File: config.mk
export PLATFORM = sky130hd
export DESIGN_NAME = hamm_dec
export DESIGN_NICKNAME = d
export VERILOG_FILES = /design/src/rtl/hamm_dec_pkg.sv /design/src/rtl/hamm_syndrome.sv /design/src/rtl/hamm_dec.sv
export SDC_FILE = /design/constraint.sdc
export NUM_CORES = 1
export LEC_CHECK = 0
export CORE_ASPECT_RATIO = 1.5
export CORE_UTILIZATION = 25
export DETAILED_ROUTE_END_ITERATION = 7
export PLACE_DENSITY_LB_ADDON = 0.08
export SYNTH_ARGS = -nofsm -noshare
export SYNTH_HDL_FRONTEND = slang
export SYNTH_SLANG_ARGS = --single-unit
File: constraint.sdc
create_clock -name clk_i -period 3.2 [get_ports clk_i]
set_clock_uncertainty 0.05 [all_clocks]
set_input_delay 0.96 -clock clk_i [delete_from_list [all_inputs] [get_ports clk_i]]
set_output_delay 0.96 -clock clk_i [all_outputs]
set_load 0.01 [all_outputs]
File: src/rtl/hamm_dec_pkg.sv
// Shared definitions for the (12,8) SECDED Hamming decoder: widths, status codes and
// the codeword-bit-to-data-bit map.
package hamm_dec_pkg;

  localparam int unsigned CwW   = 12;
  localparam int unsigned DataW = 8;
  localparam int unsigned SynW  = 4;

  typedef enum logic [1:0] {
    ErrNone   = 2'b00,
    ErrCorr   = 2'b01,
    ErrUncorr = 2'b10
  } err_e;

  // Codeword bit index holding data bit i (Hamming positions 3,5,6,7,9,10,11,12).
  localparam logic [DataW-1:0][3:0] DataIdx = {
    4'd11, 4'd10, 4'd9, 4'd8, 4'd6, 4'd5, 4'd4, 4'd2
  };

  function automatic logic [DataW-1:0] extract_data(input logic [CwW-1:0] cw);
    logic [DataW-1:0] d;
    d = '0;
    for (int i = 0; i < DataW; i++) begin
      d[i] = cw[DataIdx[i]];
    end
    return d;
  endfunction

endpackage

File: src/rtl/hamm_syndrome.sv
// Combinational syndrome and overall-parity check for a 12-bit Hamming codeword.
module hamm_syndrome
  import hamm_dec_pkg::*;
(
  input  logic [CwW-1:0]  cw_i,
  input  logic            parity_i,
  output logic [SynW-1:0] syn_o,
  output logic            q_o
);

  assign syn_o[0] = cw_i[0] ^ cw_i[2] ^ cw_i[4] ^ cw_i[6] ^ cw_i[8] ^ cw_i[10];
  assign syn_o[1] = cw_i[1] ^ cw_i[2] ^ cw_i[5] ^ cw_i[6] ^ cw_i[9] ^ cw_i[10];
  assign syn_o[2] = cw_i[3] ^ cw_i[4] ^ cw_i[5] ^ cw_i[6] ^ cw_i[11];
  assign syn_o[3] = cw_i[7] ^ cw_i[8] ^ cw_i[9] ^ cw_i[10] ^ cw_i[11];
  assign q_o      = (^cw_i) ^ parity_i;

endmodule

File: src/rtl/hamm_dec.sv
// Two-stage pipelined SECDED Hamming decoder with valid/ready handshake and
// saturating corrected/uncorrectable event counters.
module hamm_dec
  import hamm_dec_pkg::*;
#(
  parameter int unsigned CNT_W = 16
) (
  input  logic             clk_i,
  input  logic             rst_ni,
  input  logic             in_valid_i,
  output logic             in_ready_o,
  input  logic [CwW-1:0]   hamm_in_i,
  input  logic             in_parity_i,
  output logic             out_valid_o,
  input  logic             out_ready_i,
  output logic [DataW-1:0] data_out_o,
  output logic [1:0]       err_status_o,
  output logic [SynW-1:0]  syndrome_o,
  input  logic             cnt_clr_i,
  output logic [CNT_W-1:0] corr_cnt_o,
  output logic [CNT_W-1:0] uncorr_cnt_o
);

  logic             v1_q, q1_q;
  logic [CwW-1:0]   cw1_q;
  logic [SynW-1:0]  syn1_q;
  logic             v2_q;
  logic [DataW-1:0] data2_q;
  err_e             st2_q;
  logic [SynW-1:0]  syn2_q;
  logic [CNT_W-1:0] corr_q, corr_d, uncorr_q, uncorr_d;

  logic [SynW-1:0]  syn_in;
  logic             q_in;
  logic             adv, ld1, xfer;
  logic [CwW-1:0]   cw_fix;
  err_e             st_d;

  hamm_syndrome u_syndrome (
    .cw_i     (hamm_in_i),
    .parity_i (in_parity_i),
    .syn_o    (syn_in),
    .q_o      (q_in)
  );

  // Stage 1 may also fill while stage 2 is stalled, as long as stage 1 itself is empty.
  assign adv        = !v2_q || out_ready_i;
  assign ld1        = adv || !v1_q;
  assign in_ready_o = ld1;
  assign xfer       = v2_q && out_ready_i;

  always_comb begin
    cw_fix = cw1_q;
    st_d   = ErrNone;
    if (syn1_q == '0) begin
      st_d = q1_q ? ErrCorr : ErrNone;
    end else if (!q1_q) begin
      st_d = ErrUncorr;
    end else if (syn1_q <= 4'd12) begin
      for (int i = 0; i < CwW; i++) begin
        if (syn1_q == 4'(i + 1)) cw_fix[i] = ~cw1_q[i];
      end
      st_d = ErrCorr;
    end else begin
      st_d = ErrUncorr;
    end
  end

  always_comb begin
    corr_d   = corr_q;
    uncorr_d = uncorr_q;
    if (cnt_clr_i) begin
      corr_d   = '0;
      uncorr_d = '0;
    end else if (xfer) begin
      if (st2_q == ErrCorr && corr_q != '1) begin
        corr_d = corr_q + {{(CNT_W - 1){1'b0}}, 1'b1};
      end
      if (st2_q == ErrUncorr && uncorr_q != '1) begin
        uncorr_d = uncorr_q + {{(CNT_W - 1){1'b0}}, 1'b1};
      end
    end
  end

  always_ff @(posedge clk_i or negedge rst_ni) begin
    if (!rst_ni) begin
      v1_q     <= 1'b0;
      cw1_q    <= '0;
      syn1_q   <= '0;
      q1_q     <= 1'b0;
      v2_q     <= 1'b0;
      data2_q  <= '0;
      st2_q    <= ErrNone;
      syn2_q   <= '0;
      corr_q   <= '0;
      uncorr_q <= '0;
    end else begin
      if (ld1) begin
        v1_q <= in_valid_i;
        if (in_valid_i) begin
          cw1_q  <= hamm_in_i;
          syn1_q <= syn_in;
          q1_q   <= q_in;
        end
      end
      if (adv) begin
        v2_q <= v1_q;
        if (v1_q) begin
          data2_q <= extract_data(cw_fix);
          st2_q   <= st_d;
          syn2_q  <= syn1_q;
        end
      end
      corr_q   <= corr_d;
      uncorr_q <= uncorr_d;
    end
  end

  assign out_valid_o  = v2_q;
  assign data_out_o   = data2_q;
  assign err_status_o = st2_q;
  assign syndrome_o   = syn2_q;
  assign corr_cnt_o   = corr_q;
  assign uncorr_cnt_o = uncorr_q;

endmodule

==> results by group <==
Synthesis
  • Post-synthesis net count: approximately 340
  • Number of enable flip-flop cells after synthesis: 0
  • Share of the yosys chip area belonging to registers: between 40% and 50%
  • Warnings from Yosys: 0
  • Avg Inst Size Synth: around 10 sq um
  • Share of synthesized flip-flops with an asynchronous set or reset: 100%
  • Post-synth cell types: 43
  • Most frequently used flop master after synthesis: sky130_fd_sc_hd__dfrtp_1
  • Number of synthesized register bits: 61
  • Post-Syn Instances: about 320
  • Mapped cell area: 3200 sq um

Setup path
  • FF-to-FF End: uncorr_cnt_o[2]$_DFFE_PN0P_
  • Arrival time at the worst endpoint: 1.78 ns
  • Launch instance of the worst register-to-register path: uncorr_cnt_o[0]$_DFFE_PN0P_
  • Reg2reg path depth: 6
  • CP Launch Type: input pin
  • Data required, critical path: 2.19 ns
  • Setup slack of the most critical reg-to-reg path: 1.06 ns
  • Worst setup path start: out_ready_i
  • Maximum fanout count along the critical path: 3
  • Worst Path Class, Setup: input pin to output port
  • Capturing element type of the critical path: output port

Timing
  • Highest Clock Rate: between 300 and 400 MHz
  • Relative slew slack: between 50% and 60%
  • Final setup slack of the worst path: 0.409 ns
  • Final worst-path cycle share: about 87%
  • Setup TNS after final layout: 0 ns
  • # setup viols final: 0
  • Final Hold Viols: 0
  • Setup repair after global routing missed its margin: false
  • Final slew viol count: 0
  • Final critical delay including setup and external delays: ~2.8 ns
  • Hold slack final: roughly 0.43 ns
  • Worst slew pin tran: approximately 0.64 ns

Floorplanning
  • Vertical die dimension: around 140 um
  • Std-Cell Core Area: 12500 sq um
  • Chip Width: 94.4 um
  • Effective utilization at floorplan: between 20% and 30%
  • Site Rows: 50
  • I/O pins: between 60 and 70
  • Full die area: 13300 sq um

Min path
  • Min-delay src: data_out_o[2]$_DFFE_PN0P_
  • Worst hold stages: 2
  • Hold Path Class: flop to flop
  • Endpoint, Worst Hold: data_out_o[2]$_DFFE_PN0P_

Drt
  • Ratio of routed vias to standard cells: roughly 4.5
  • Residual DRC: 0
  • Number of optimization iterations in the first detailed-route pass: 4
  • Number of DRC markers in iteration 0: 65
  • DRT antenna net count: 0
  • Post-Route WL: between 7000 and 8000 um
  • Vias post-DR: approximately 2500
  • Per-cell routed wire length: ~14 um

Cells and area
  • Final Net Count: 410
  • Commonest cells after routing, fill and taps aside: 63 x sky130_fd_sc_hd__clkdlybuf4s50_1, 61 x sky130_fd_sc_hd__dfrtp_1, 46 x sky130_fd_sc_hd__xnor2_1
  • Number of filler cells placed in the layout: 1323
  • Most common library cell in the layout ignoring fill and taps: sky130_fd_sc_hd__clkdlybuf4s50_1
  • Area grow syn2layout: 34.9%
  • Cell area after layout: between 4000 and 5000 sq um
  • Non-filler instance count after layout: between 500 and 600
  • Inserted Diodes: 0
  • Share of post-route cells with drive strength above 1: under 10%

Global route
  • Residual overflow from global routing: 0
  • First-pass GRT wire length: roughly 13000 um
  • Number of antenna violations at the first check in global routing: 0
  • Number of global-route vias before repair: 2564
  • GRT Resource Usage Total: 13.1%
  • Pin count of the biggest net entering global routing: 37

Placed design
  • Area after DPL: between 4000 and 5000 sq um
  • Post-placement setup slack: ~0.06 ns
  • RePlAce Congestion: about 0.74
  • Detailed Place HPWL: just under 6000 um
  • Input/output buffers: 65
  • Inst Count DP: 535

Clock tree
  • Num CTS Buffers: 9
  • TritonCTS clock tree: yes
  • Clock insertion delay at the later pin of the skew report: 0.33 ns
  • Hold-fix buffer count after cts: 0
  • Root Buffer Master: sky130_fd_sc_hd__clkbuf_16
  • Deepest level of the CTS H-tree: 3
  • Clk slew on worst S/H paths: roughly 0.050 ns
  • Clock Sinks: 61
  • CTS max path bufs: 2

Power and ir drop
  • VDD IR-drop max: around 0.00026 V
  • Total power per unit cell area: 533 nW/um^2
  • LEAKAGE: between 1.5 and 2 nW

Run
  • Max Cap Viol: 0

Status
  • Result of the run: complete, no violations
[kinds of logic (layout without fill, tap and decap cells)]
family	count (synthesis)	count (layout)	synth area share [%]
AND/OR/NAND/NOR	149	149	25.8
flip-flops	61	61	47.7
XOR/XNOR	53	53	14.5
AO/OA/AOI/OAI	31	31	5.90
buffers and inverters	12	88	1.52
multiplexers	11	11	3.83
adder cells (fa/ha/maj)	2	2	0.781
[synthesized netlist by cell type (2+ instances only)]
library cell / count / area, sq um
sky130_fd_sc_hd__dfrtp_1: 61 / 1530
sky130_fd_sc_hd__xnor2_1: 46 / 403
sky130_fd_sc_hd__nor2_1: 43 / 161
sky130_fd_sc_hd__nand2_1: 40 / 150
sky130_fd_sc_hd__o21ai_1: 12 / 60.1
sky130_fd_sc_hd__nor3_1: 11 / 55.1
sky130_fd_sc_hd__nand3_1: 10 / 50.1
sky130_fd_sc_hd__mux2_2: 8 / 90.1
sky130_fd_sc_hd__o21ai_0: 7 / 35.0
sky130_fd_sc_hd__xor2_1: 7 / 61.3
sky130_fd_sc_hd__clkbuf_1: 5 / 18.8
sky130_fd_sc_hd__nand2b_1: 5 / 31.3
sky130_fd_sc_hd__nand4_1: 5 / 31.3
sky130_fd_sc_hd__and3_1: 4 / 25.0
sky130_fd_sc_hd__nor4_2: 4 / 50.1
sky130_fd_sc_hd__nor4b_2: 4 / 60.1
sky130_fd_sc_hd__a211oi_1: 3 / 22.5
sky130_fd_sc_hd__a21oi_1: 3 / 15.0
sky130_fd_sc_hd__buf_2: 3 / 15.0
sky130_fd_sc_hd__nand3b_1: 3 / 22.5
sky130_fd_sc_hd__a311oi_1: 2 / 17.5
sky130_fd_sc_hd__and2_1: 2 / 12.5
sky130_fd_sc_hd__and4b_1: 2 / 20.0
sky130_fd_sc_hd__buf_1: 2 / 7.51
sky130_fd_sc_hd__ha_1: 2 / 25.0
sky130_fd_sc_hd__inv_1: 2 / 7.51
sky130_fd_sc_hd__mux2_1: 2 / 22.5
sky130_fd_sc_hd__nand4_2: 2 / 25.0
sky130_fd_sc_hd__nand4b_1: 2 / 17.5
sky130_fd_sc_hd__nor3b_1: 2 / 15.0
sky130_fd_sc_hd__nor4b_1: 2 / 17.5
sky130_fd_sc_hd__or2_1: 2 / 12.5
[through the flow]
| step | total power, mW | util [%] |
|---|---|---|
| detailed placement | 1.49 | 32.5 |
| global route | 2.44 | 34.5 |
| floorplan | 1.23 | - |
| global placement | 1.48 | 32.5 |
| finish | 2.30 | 34.5 |
| CTS | 2.35 | 34.5 |
[worst max-delay path, stage by stage]
cell                              delay, ns
sky130_fd_sc_hd__clkdlybuf4s50_1       0.41
sky130_fd_sc_hd__nand3b_1              0.20
sky130_fd_sc_hd__dlymetal6s2s_1        0.20
[registers in the layout, summed over array words and instances, names as in the netlist]
signal and flops:
err_status_o 2, syndrome_o 4, data_out_o 8, corr_cnt_o 16
uncorr_cnt_o 16, v1_q 1, cw1_q 8, q1_q 1
syn1_q 4, out_valid_o 1
[report_power, final]
group | internal [mW] | switching (mW)
clock network | 0.522 | 0.325
registers | 0.869 | 0.110
logic | 0.258 | 0.218
[routing by layer]
| metal | wire length, um | GRT usage (%) |
|---|---|---|
| met2 | 4250 | 23.2 |
| met4 | 147 | 6.07 |
| met5 | 0 | 0 |
| met1 | 3160 | 14.5 |
| met3 | 300 | 2.91 |
[timing repair]
action,in CTS,in global routing
setup buffers,0,0
resized for setup,0,1
setup endpoints to repair,0,1
[worst max path at each step]
stage                 end  slack [ns]
3_5_place_dp   in_ready_o        0.06
2_1_floorplan  in_ready_o        1.02
6_report       in_ready_o        0.41
3_3_place_gp   in_ready_o        0.07
5_1_grt        in_ready_o        0.34
4_1_cts        in_ready_o        0.05
[cell type report]
type                    count  area [sq um]  area share (%)
multi-input cells         246          1630            37.7
flip-flops and latches     61          1530            35.3
repair buffers             70           711            16.4
clock buffers              14           244            5.65
well taps                 156           195            4.52
clock inverters             2          10.0           0.232
inverters                   2          7.51           0.174
Power figures use the tool's default switching activity.
